$ cat src/rtl/gpu_cmd_pkg.sv
// Shared types and bus constants for the GPU host command front end.
package gpu_cmd_pkg;

    // Queue entries are sized for the widest bus this front end is built for.
    localparam int CMD_ADDR_W = 32;
    localparam int CMD_DATA_W = 32;

    localparam logic [CMD_ADDR_W-1:0] GPU_ADDR_CONTROL = 32'h0000_0000;
    localparam logic [CMD_ADDR_W-1:0] GPU_ADDR_STATUS  = 32'h0000_0004;

    typedef enum logic [1:0] {
        OP_WRITE     = 2'd0,
        OP_KICK      = 2'd1,
        OP_WAIT_IDLE = 2'd2,
        OP_READ      = 2'd3
    } cmd_op_t;

    typedef logic [2:0] cmd_state_t;
    localparam cmd_state_t ST_IDLE   = 3'd0;
    localparam cmd_state_t ST_EXEC   = 3'd1;
    localparam cmd_state_t ST_SETTLE = 3'd2;
    localparam cmd_state_t ST_POLL   = 3'd3;
    localparam cmd_state_t ST_RSP    = 3'd4;

    typedef struct packed {
        cmd_op_t                op;
        logic [CMD_ADDR_W-1:0] addr;
        logic [CMD_DATA_W-1:0] data;
    } cmd_t;

endpackage

$ cat src/rtl/gpu_cmd_processor_cmd_queue.sv
// Circular FIFO of commands; full blocks pushes even when a pop happens in the same cycle.
module cmd_queue
    import gpu_cmd_pkg::*;
#(
    parameter int DEPTH = 16
) (
    input  logic                     clk,
    input  logic                     rst,
    input  logic                     push,
    input  logic                     pop,
    input  cmd_t                     wr_entry,
    output cmd_t                     rd_entry,
    output logic                     full,
    output logic                     empty,
    output logic [$clog2(DEPTH):0]   count
);

    localparam int PTR_W   = $clog2(DEPTH);
    localparam int COUNT_W = PTR_W + 1;

    cmd_t             mem [DEPTH];
    logic [PTR_W-1:0] wr_ptr;
    logic [PTR_W-1:0] rd_ptr;
    logic             do_push;
    logic             do_pop;

    assign full     = (count == COUNT_W'(DEPTH));
    assign empty    = (count == '0);
    assign do_push  = push && !full;
    assign do_pop   = pop && !empty;
    assign rd_entry = mem[rd_ptr];

    always_ff @(posedge clk) begin
        if (do_push) begin
            mem[wr_ptr] <= wr_entry;
        end
    end

    always_ff @(posedge clk) begin
        if (rst) begin
            wr_ptr <= '0;
            rd_ptr <= '0;
            count  <= '0;
        end else begin
            if (do_push) begin
                wr_ptr <= wr_ptr + PTR_W'(1);
            end
            if (do_pop) begin
                rd_ptr <= rd_ptr + PTR_W'(1);
            end
            case ({do_push, do_pop})
                2'b10:   count <= count + COUNT_W'(1);
                2'b01:   count <= count - COUNT_W'(1);
                default: count <= count;
            endcase
        end
    end

endmodule

$ cat src/rtl/gpu_cmd_processor.sv
// Host command front end: turns queued commands into single-cycle GPU control-bus accesses.
module gpu_cmd_processor
    import gpu_cmd_pkg::*;
#(
    parameter int ADDR_WIDTH     = 32,
    parameter int DATA_WIDTH     = 32,
    parameter int CMD_DEPTH      = 16,
    parameter int KICK_SETTLE    = 3,
    parameter int TIMEOUT_CYCLES = 65535
) (
    input  logic                  clk,
    input  logic                  rst,
    input  logic                  i_cmd_valid,
    output logic                  o_cmd_ready,
    input  logic [1:0]            i_cmd_op,
    input  logic [ADDR_WIDTH-1:0] i_cmd_addr,
    input  logic [DATA_WIDTH-1:0] i_cmd_data,
    output logic                  o_bus_we,
    output logic [ADDR_WIDTH-1:0] o_bus_addr,
    output logic [DATA_WIDTH-1:0] o_bus_wdata,
    input  logic [DATA_WIDTH-1:0] i_bus_rdata,
    output logic                  o_rsp_valid,
    input  logic                  i_rsp_ready,
    output logic [DATA_WIDTH-1:0] o_rsp_data,
    output logic                  o_busy,
    output logic                  o_err,
    input  logic                  i_err_clr
);

    localparam int SETTLE_W = (KICK_SETTLE > 1) ? $clog2(KICK_SETTLE) : 1;
    localparam int POLL_W   = (TIMEOUT_CYCLES > 1) ? $clog2(TIMEOUT_CYCLES) : 1;

    cmd_state_t                  state;
    cmd_t                        q_in;
    cmd_t                        q_head;
    cmd_t                        cmd_reg;
    logic                        q_full;
    logic                        q_empty;
    logic [$clog2(CMD_DEPTH):0]  q_count;
    logic                        pop;
    logic                        timeout_hit;
    logic [SETTLE_W-1:0]         settle_cnt;
    logic [POLL_W-1:0]           poll_cnt;

    always_comb begin
        q_in      = '0;
        q_in.op   = cmd_op_t'(i_cmd_op);
        q_in.addr = CMD_ADDR_W'(i_cmd_addr);
        q_in.data = CMD_DATA_W'(i_cmd_data);
    end

    assign pop = (state == ST_IDLE) && !q_empty;

    cmd_queue #(
        .DEPTH (CMD_DEPTH)
    ) u_queue (
        .clk      (clk),
        .rst      (rst),
        .push     (i_cmd_valid),
        .pop      (pop),
        .wr_entry (q_in),
        .rd_entry (q_head),
        .full     (q_full),
        .empty    (q_empty),
        .count    (q_count)
    );

    assign o_cmd_ready = !q_full;
    assign o_busy      = (q_count != '0) || (state != ST_IDLE);
    assign o_rsp_valid = (state == ST_RSP);
    assign timeout_hit = (state == ST_POLL) && i_bus_rdata[0]
                         && (poll_cnt == POLL_W'(TIMEOUT_CYCLES - 1));

    always_ff @(posedge clk) begin
        if (pop) begin
            cmd_reg <= q_head;
        end
    end

    always_ff @(posedge clk) begin
        if (rst) begin
            state      <= ST_IDLE;
            settle_cnt <= '0;
            poll_cnt   <= '0;
            o_err      <= 1'b0;
            o_rsp_data <= '0;
        end else begin
            // A timeout in the same cycle as a clear request leaves the error set.
            if (timeout_hit) begin
                o_err <= 1'b1;
            end else if (i_err_clr) begin
                o_err <= 1'b0;
            end

            case (state)
                ST_IDLE: begin
                    if (!q_empty) begin
                        state <= ST_EXEC;
                    end
                end
                ST_EXEC: begin
                    case (cmd_reg.op)
                        OP_WRITE: state <= ST_IDLE;
                        OP_KICK: begin
                            settle_cnt <= '0;
                            state      <= (KICK_SETTLE == 0) ? ST_IDLE : ST_SETTLE;
                        end
                        OP_WAIT_IDLE: begin
                            poll_cnt <= '0;
                            state    <= ST_POLL;
                        end
                        OP_READ: begin
                            o_rsp_data <= i_bus_rdata;
                            state      <= ST_RSP;
                        end
                    endcase
                end
                ST_SETTLE: begin
                    if (settle_cnt == SETTLE_W'(KICK_SETTLE - 1)) begin
                        state <= ST_IDLE;
                    end else begin
                        settle_cnt <= settle_cnt + SETTLE_W'(1);
                    end
                end
                ST_POLL: begin
                    if (!i_bus_rdata[0] || timeout_hit) begin
                        state <= ST_IDLE;
                    end else begin
                        poll_cnt <= poll_cnt + POLL_W'(1);
                    end
                end
                ST_RSP: begin
                    if (i_rsp_ready) begin
                        state <= ST_IDLE;
                    end
                end
                default: state <= ST_IDLE;
            endcase
        end
    end

    // Bus outputs are decoded from the FSM state, so we is only ever high in EXEC.
    always_comb begin
        o_bus_we    = 1'b0;
        o_bus_addr  = '0;
        o_bus_wdata = '0;
        case (state)
            ST_EXEC: begin
                case (cmd_reg.op)
                    OP_WRITE: begin
                        o_bus_we    = 1'b1;
                        o_bus_addr  = ADDR_WIDTH'(cmd_reg.addr);
                        o_bus_wdata = DATA_WIDTH'(cmd_reg.data);
                    end
                    OP_KICK: begin
                        o_bus_we    = 1'b1;
                        o_bus_addr  = ADDR_WIDTH'(GPU_ADDR_CONTROL);
                        o_bus_wdata = DATA_WIDTH'(1);
                    end
                    OP_READ: begin
                        o_bus_addr = ADDR_WIDTH'(cmd_reg.addr);
                    end
                    default: begin
                        o_bus_we = 1'b0;
                    end
                endcase
            end
            ST_POLL: begin
                o_bus_addr = ADDR_WIDTH'(GPU_ADDR_STATUS);
            end
            default: begin
                o_bus_we = 1'b0;
            end
        endcase
    end

endmodule

$ cat config.mk
export PLATFORM = sky130hd
export DESIGN_NAME = gpu_cmd_processor
export DESIGN_NICKNAME = d
export VERILOG_FILES = /design/src/rtl/gpu_cmd_pkg.sv /design/src/rtl/gpu_cmd_processor_cmd_queue.sv /design/src/rtl/gpu_cmd_processor.sv
export SDC_FILE = /design/constraint.sdc
export NUM_CORES = 1
export LEC_CHECK = 0
export CORE_ASPECT_RATIO = 2
export CORE_UTILIZATION = 45
export DETAILED_ROUTE_END_ITERATION = 7
export HOLD_SLACK_MARGIN = 0.05
export PLACE_DENSITY = 0.61
export RECOVER_POWER = 25
export REMOVE_ABC_BUFFERS = 1
export SYNTH_ARGS = -nofsm -noshare
export SYNTH_HDL_FRONTEND = slang
export SYNTH_HIERARCHICAL = 1
export SYNTH_SLANG_ARGS = --single-unit
$ cat constraint.sdc
create_clock -name clk -period 23.7 [get_ports clk]
set_input_delay 7.11 -clock clk [delete_from_list [all_inputs] [get_ports clk]]
set_output_delay 7.11 -clock clk [all_outputs]
set_load 0.02 [all_outputs]
==> results of run 1 <==
==> report_power, final <==
part | total (mW) | internal [mW] | switching (mW)
Combinational | 1.10 | 0.529 | 0.567
Sequential | 2.56 | 2.49 | 0.0700
Clock | 1.65 | 0.902 | 0.753
Total | 5.31 | 3.92 | 1.39
==> cell type report <==
class                           instances  area, um2
Antenna cell                            6       15.0
Clock buffer                          112       2550
Clock inverter                         71        722
Fill cell                            7912      47900
Inverter                               13       48.8
Multi-Input combinational cell        715       9860
Sequential cell                      1193      35100
Tap cell                             1328       1660
Timing Repair Buffer                  239       2270
==> through the flow <==
| step | instance area (um2) | hold WS, ns | power [mW] | std cells |
|---|---|---|---|---|
| floorplan | 44900 | 0.437 | 3.51 | 1921 |
| global placement | 49000 | 0.444 | 3.64 | 3488 |
| detailed placement | 49000 | 0.448 | 3.66 | 3488 |
| CTS | 52300 | 0.457 | 5.32 | 3671 |
| global route | 52200 | 0.478 | 5.53 | 3674 |
| finish | 52200 | 0.457 | 5.31 | 3677 |
==> layout by cell type, fill, tap and decap left out, types with 3 or more instances in the layout <==
| cell type | n |
|---|---|
| a21oi_1 | 56 |
| a31oi_1 | 3 |
| and3_1 | 66 |
| buf_4 | 28 |
| bufinv_16 | 11 |
| clkbuf_1 | 19 |
| clkbuf_16 | 99 |
| clkdlybuf4s50_1 | 174 |
| clkinv_1 | 21 |
| clkinv_2 | 20 |
| clkinv_8 | 4 |
| clkinvlp_4 | 5 |
| dfxtp_1 | 69 |
| diode_2 | 6 |
| dlygate4sd3_1 | 28 |
| edfxtp_1 | 1122 |
| ha_1 | 15 |
| inv_1 | 11 |
| inv_6 | 6 |
| mux2i_1 | 4 |
| mux4_2 | 330 |
| nand2_1 | 83 |
| nand2b_1 | 7 |
| nand3_1 | 10 |
| nand3b_1 | 3 |
| nand4_1 | 3 |
| nor2_1 | 23 |
| nor2_4 | 12 |
| nor2b_1 | 4 |
| nor3_1 | 5 |
| nor3_2 | 4 |
| nor3b_1 | 3 |
| o211ai_1 | 4 |
| o21a_1 | 6 |
| o31ai_1 | 9 |
| or3_1 | 4 |
| or4_1 | 14 |
| xor2_1 | 7 |
==> path summary, 6_finish.rpt <==
| check | startpoint | endpoint | depth (start not counted) |
|---|---|---|---|
| worst max-delay path | register | cmd_reg[12] | 3 |
| worst min-delay path | o_rsp_data[18] | o_rsp_data[18] | 2 |
| worst max register to register | register | cmd_reg[12] | 3 |
| worst min register to register | o_rsp_data[18] | o_rsp_data[18] | 2 |
==> cells by family (layout without fill, tap and decap cells) <==
group,after synthesis,in the layout,share of synthesized area (%)
multiplexers,334,334,16.4
flip-flops,1193,1193,77.0
other,0,6,0
buffers and inverters,128,435,1.64
AND/OR/NAND/NOR,261,261,3.09
XOR/XNOR,8,8,0.154
adder cells (fa/ha/maj),16,16,0.439
AO/OA/AOI/OAI,96,96,1.29
==> per-layer routing <==
metal	global-route usage, %	wire [um]
met1	26.0	40100
met2	34.4	52800
met3	3.27	4850
met4	5.73	1980
met5	0	93
==> critical path, stage by stage (launching register included) <==
cell and delay [ns]:
dfxtp_1 1.87, clkbuf_1 7.27, mux4_2 1.56, mux4_2 0.34
==> qor.csv, run 1 <==
stage;metric;value;unit
yosys;top-area cell type share of the netlist area;73.9;%
yosys;number of synthesized register bits;1193;
setup_path;WP data arrival;11.96;ns
job;Max Cap Viol;10;
yosys;Distinct cells, synth;64;
clock_network;clk_lat worst skew;0.71;ns
placement;GP Congestion;0.743;
setup_path;Reg2Reg Setup Slack;12.29;ns
global_route;first-pass GRT wire length;148000;um
die;Horiz. Die Dim;227;um
timing;clk_skew;0.0159;ns
route;Vias;21100;
final_layout;area delta synth->final;14.6;%
clock_network;clock buffer depth;3;
status;status;complete, but fails checks;
clock_network;Post-CTS Hold Fix Bufs;0;
route;DRT antenna net count;0;
die;Core Region;0.100;mm2
yosys;top_reg_cell synth;edfxtp_1;
final_layout;# nets final;2380;
timing;setup_tns;0;ns
timing;Fin. Hold Viols;0;
power_and_ir_drop;Worst VDD drop;0.0825;mV
die;Ports;204;
setup_path;critical path type;reg2reg;
yosys;top cells by count, synth;1122 x edfxtp_1, 330 x mux4_2, 83 x nand2_1, 71 x dfxtp_1, 66 x and3_1;
yosys;Synth Instances;2036;
power_and_ir_drop;leakage power;15.9;nW
setup_path;CP required;24.25;ns
die;Die ar.;0.103;mm2
timing;RSZ-0062 raised after global routing;no;
setup_path;crit path max fanout;160;
clock_network;H-tree lvl count;3;
global_route;largest net degree at the start of global routing;161;
status;failing checks;capacitance limit, slew limit;
route;DR iter-0 viols;1907;
yosys;post-synthesis cell area;0.0456;mm2
setup_path;Worst setup EP type;register;
timing;f_max;87.7;MHz
global_route;antenna violations before repair;12;
yosys;Ys Warns;6;
placement;pre-CTS setup slack;13.06;ns
route;Vias/cell;5.74;
route;Avg WL per Cell;27.2;um
timing;final setup violation count;0;
clock_network;setup bufs post-CTS;0;
global_route;Total GRT Usage;20.0;%
timing;final worst-path cycle share;48.1;%
power_and_ir_drop;Cell Pwr Density;102;mW/mm2
final_layout;Largest register FFs;1056;
clock_network;CTS resizes;0;
clock_network;clock root cell;clkbuf_16;
clock_network;CTS tree;done;
yosys;largest area contributor in the netlist;edfxtp_1;
final_layout;share of layout cells above drive strength 1;23.1;%
yosys;main area contributors after synthesis;edfxtp_1 74%, mux4_2 16%, dfxtp_1 3.1%;
timing;Final Max Slew Viols;599;
yosys;cell with the most instances after synthesis;edfxtp_1;
yosys;Post-synth EDFFs;1122;
placement;HPWL after DPL;57200;um
clock_network;Worst-path clk slew;0.07;ns
timing;post-layout min period;11.41;ns
route;DRC violations left;0;
die;FP Rows;164;
yosys;sequential share of the synthesized area;77.0;%
global_route;GRT Residual Overflow;0;
timing;fin worst setup slack;12.29;ns
setup_path;nature of the critical path startpoint;register;
timing;Slew HR;-588;%
route;DRT Pass-1 Iters;5;
yosys;Mean Syn Cell Area;22.4;um2
die;Initial Utilization;45.5;%
clock_network;clock sink total;1193;
yosys;Post-synth ARST share;0;%
clock_network;CTS buffer count;99;
global_route;vias in the first global route;22400;
worst_hold_path;Hold Path Class;reg2reg;
route;WL final;99800;um
placement;number of port buffers;203;
final_layout;final core utilization;52.2;%
die;Die H;452;um
timing;actual slew at the worst max-slew pin;10.32;ns
(Power assumes the default switching activity.)
==> inputs of run 2 (changes only) <==
==> constraint.sdc (replaced) <==
create_clock -name clk -period 11.78 [get_ports clk]
set_input_delay 3.534 -clock clk [delete_from_list [all_inputs] [get_ports clk]]
set_output_delay 3.534 -clock clk [all_outputs]
set_load 0.02 [all_outputs]
==> run 2 against run 1 <==
Effect of this change: the flow still finishes with violations (capacitance limit, slew limit); combinational power up 98%; sequential cell count unchanged; count of clock-buffer cells in the layout up 9; sequential share of layout area down 0.21 points; sequential power up 100%; clock skew up 0.0085 ns; critical endpoint unchanged; largest cell class unchanged; largest power group unchanged.
==> qor.csv, run 2 (same netlist as run 1, synthesis figures left out) <==
stage;metric;value;unit;change
status;status;complete, but fails checks;;
status;failing checks;capacitance limit, slew limit;;
setup_path;WP data arrival;9.63;ns;-2.33 ns
power_and_ir_drop;leakage power;16.1;nW;+0.66%
power_and_ir_drop;Switching Share;25.8;%;-0.33 points
global_route;largest net degree at the start of global routing;161;;unchanged
placement;HPWL after DPL;56900;um;-0.48%
timing;setup_tns;0;ns;unchanged
route;DRT Pass-1 Iters;5;;unchanged
final_layout;commonest non-fill, non-tap cell in the layout;edfxtp_1;;
die;Initial Utilization;45.5;%;unchanged
power_and_ir_drop;internal power;7.98;mW;+100%
timing;final setup violation count;0;;unchanged
clock_network;H-tree lvl count;3;;unchanged
timing;Fin. Hold Viols;0;;unchanged
die;Horiz. Die Dim;227;um;unchanged
timing;f_max;110;MHz;+26%
final_layout;# nets final;2383;;+0.13%
clock_network;CTS resizes;0;;unchanged
route;DRC violations left;0;;unchanged
global_route;first-pass GRT wire length;147000;um;-0.47%
die;Die H;452;um;unchanged
placement;placed cell areas;0.0490;mm2;unchanged
worst_hold_path;Hold Path Class;reg2reg;;
clock_network;clock root cell;clkbuf_16;;
clock_network;CTS buffer count;102;;+3.0%
final_layout;area delta synth->final;14.9;%;
setup_path;critical path type;reg2reg;;
setup_path;nature of the critical path startpoint;register;;
route;Vias/cell;5.74;;about the same
clock_network;clock buffer depth;3;;unchanged
final_layout;most frequent cells in the layout;1122 x edfxtp_1, 330 x mux4_2, 172 x clkdlybuf4s50_1;;
timing;Slew HR;-485;%;+100 points
die;FP Rows;164;;unchanged
timing;post-layout min period;9.08;ns;-2.33 ns
setup_path;crit path max fanout;160;;unchanged
die;Die ar.;0.103;mm2;unchanged
timing;Final Max Slew Viols;447;;-25%
clock_network;Post-CTS Hold Fix Bufs;0;;unchanged
die;Ports;204;;unchanged
power_and_ir_drop;Worst VDD drop;0.193;mV;+130%
clock_network;Worst-path clk slew;0.06;ns;about the same
job;Max Cap Viol;7;;-3
timing;clk_skew;0.0244;ns;+0.00849 ns
placement;GP Congestion;0.742;;-0.11%
clock_network;clk_lat worst skew;0.71;ns;about the same
power_and_ir_drop;Cell Pwr Density;205;mW/mm2;+100%
final_layout;share of layout cells above drive strength 1;23.3;%;+0.13 points
global_route;GRT Residual Overflow;0;;unchanged
clock_network;clock sink total;1193;;unchanged
final_layout;Fill cells;7846;;-0.83%
route;DRT antenna net count;0;;unchanged
power_and_ir_drop;Switch Pwr;2.78;mW;+100%
route;Vias;21100;;+0.26%
global_route;antenna violations before repair;12;;unchanged
timing;final worst-path cycle share;77.1;%;+29 points
global_route;Total GRT Usage;19.8;%;-0.14 points
timing;actual slew at the worst max-slew pin;8.78;ns;-1.54 ns
setup_path;Worst setup EP type;register;;
global_route;vias in the first global route;22400;;-0.10%
route;WL final;99400;um;-0.42%
worst_hold_path;Hold Path Depth;2;;unchanged
route;DR iter-0 viols;1903;;-0.21%
power_and_ir_drop;sequential share of power;47.8;%;-0.4 points
setup_path;length in cells of the worst reg-to-reg path;3;;unchanged
power_and_ir_drop;Clk network pwr share;31.9;%;+0.7 points
die;Core Region;0.100;mm2;unchanged
clock_network;setup bufs post-CTS;0;;unchanged
power_and_ir_drop;Gate power share;20.2;%;-0.4 points
timing;RSZ-0062 raised after global routing;no;;
setup_path;CP required;12.33;ns;-11.92 ns
final_layout;final instance area;0.0524;mm2;+0.32%
placement;number of port buffers;203;;unchanged
clock_network;CTS tree;done;;
power_and_ir_drop;total power;10.8;mW;+100%
final_layout;Largest register FFs;1056;;unchanged
route;Avg WL per Cell;27.0;um;-0.58%
-- run 2: cell count changes in the layout (fill, tap and decap cells not counted), moves of 3 or more --
cell / previous run / this run
clkinv_8: 4 / 1
inv_1: 11 / 14
clkinv_2: 20 / 14
clkbuf_16: 99 / 105
-- run 2: worst max-delay path, cell delays in order (launching register included) --
cell and delay, ns:
dfxtp_4 0.78, dlymetal6s4s_1 6.15, mux4_2 1.38, mux4_2 0.33
-- run 2: power by group through the flow --
stage          clock [mW]  combinational (mW)  sequential, mW
2_1_floorplan           0                1.06            5.30
5_1_grt              3.66                2.34            5.18
6_report             3.43                2.18            5.15
3_3_place_gp            0                2.11            5.23
4_1_cts              3.52                2.15            5.14
3_5_place_dp            0                2.14            5.23
-- run 2: path summary, 6_finish.rpt --
path / start / endpoint / slack (ns)
max: register / cmd_reg[12] / 2.70
min: o_rsp_data[5] / o_rsp_data[5] / 0.45
max reg2reg: register / cmd_reg[12] / 2.70
min reg2reg: o_rsp_data[5] / o_rsp_data[5] / 0.45
-- run 2: cell type report --
type / instances / area (um2) / area share, %
Sequential cell: 1193 / 35100 / 67.0
Multi-Input combinational cell: 715 / 9860 / 18.8
Clock buffer: 121 / 2720 / 5.19
Timing Repair Buffer: 239 / 2280 / 4.36
Tap cell: 1328 / 1660 / 3.17
Clock inverter: 70 / 701 / 1.34
Inverter: 13 / 48.8 / 0.0931
Antenna cell: 4 / 10.0 / 0.0191
-- run 2: per-stage QoR --
stage	setup WS (ns)	utilization (%)	cells	hold slack, ns
4_1_cts	4.30	52.4	3679	0.454
5_1_grt	2.29	52.3	3683	0.473
6_report	2.70	52.3	3683	0.454
3_3_place_gp	4.86	48.9	3488	0.444
2_1_floorplan	-0.376	-	1921	0.437
3_5_place_dp	4.74	48.9	3488	0.445
-- run 2: layer usage --
layer / wire [um] / up-vias / GRT usage [%] / share of wire (%)
met5: 97 / - / 0 / 0.098
met1: 39900 / 11400 / 25.8 / 40
li1: - / 9005 / - / -
met3: 5020 / 142 / 3.24 / 5.0
met2: 52300 / 609 / 34.0 / 53
met4: 2130 / 14 / 5.99 / 2.1
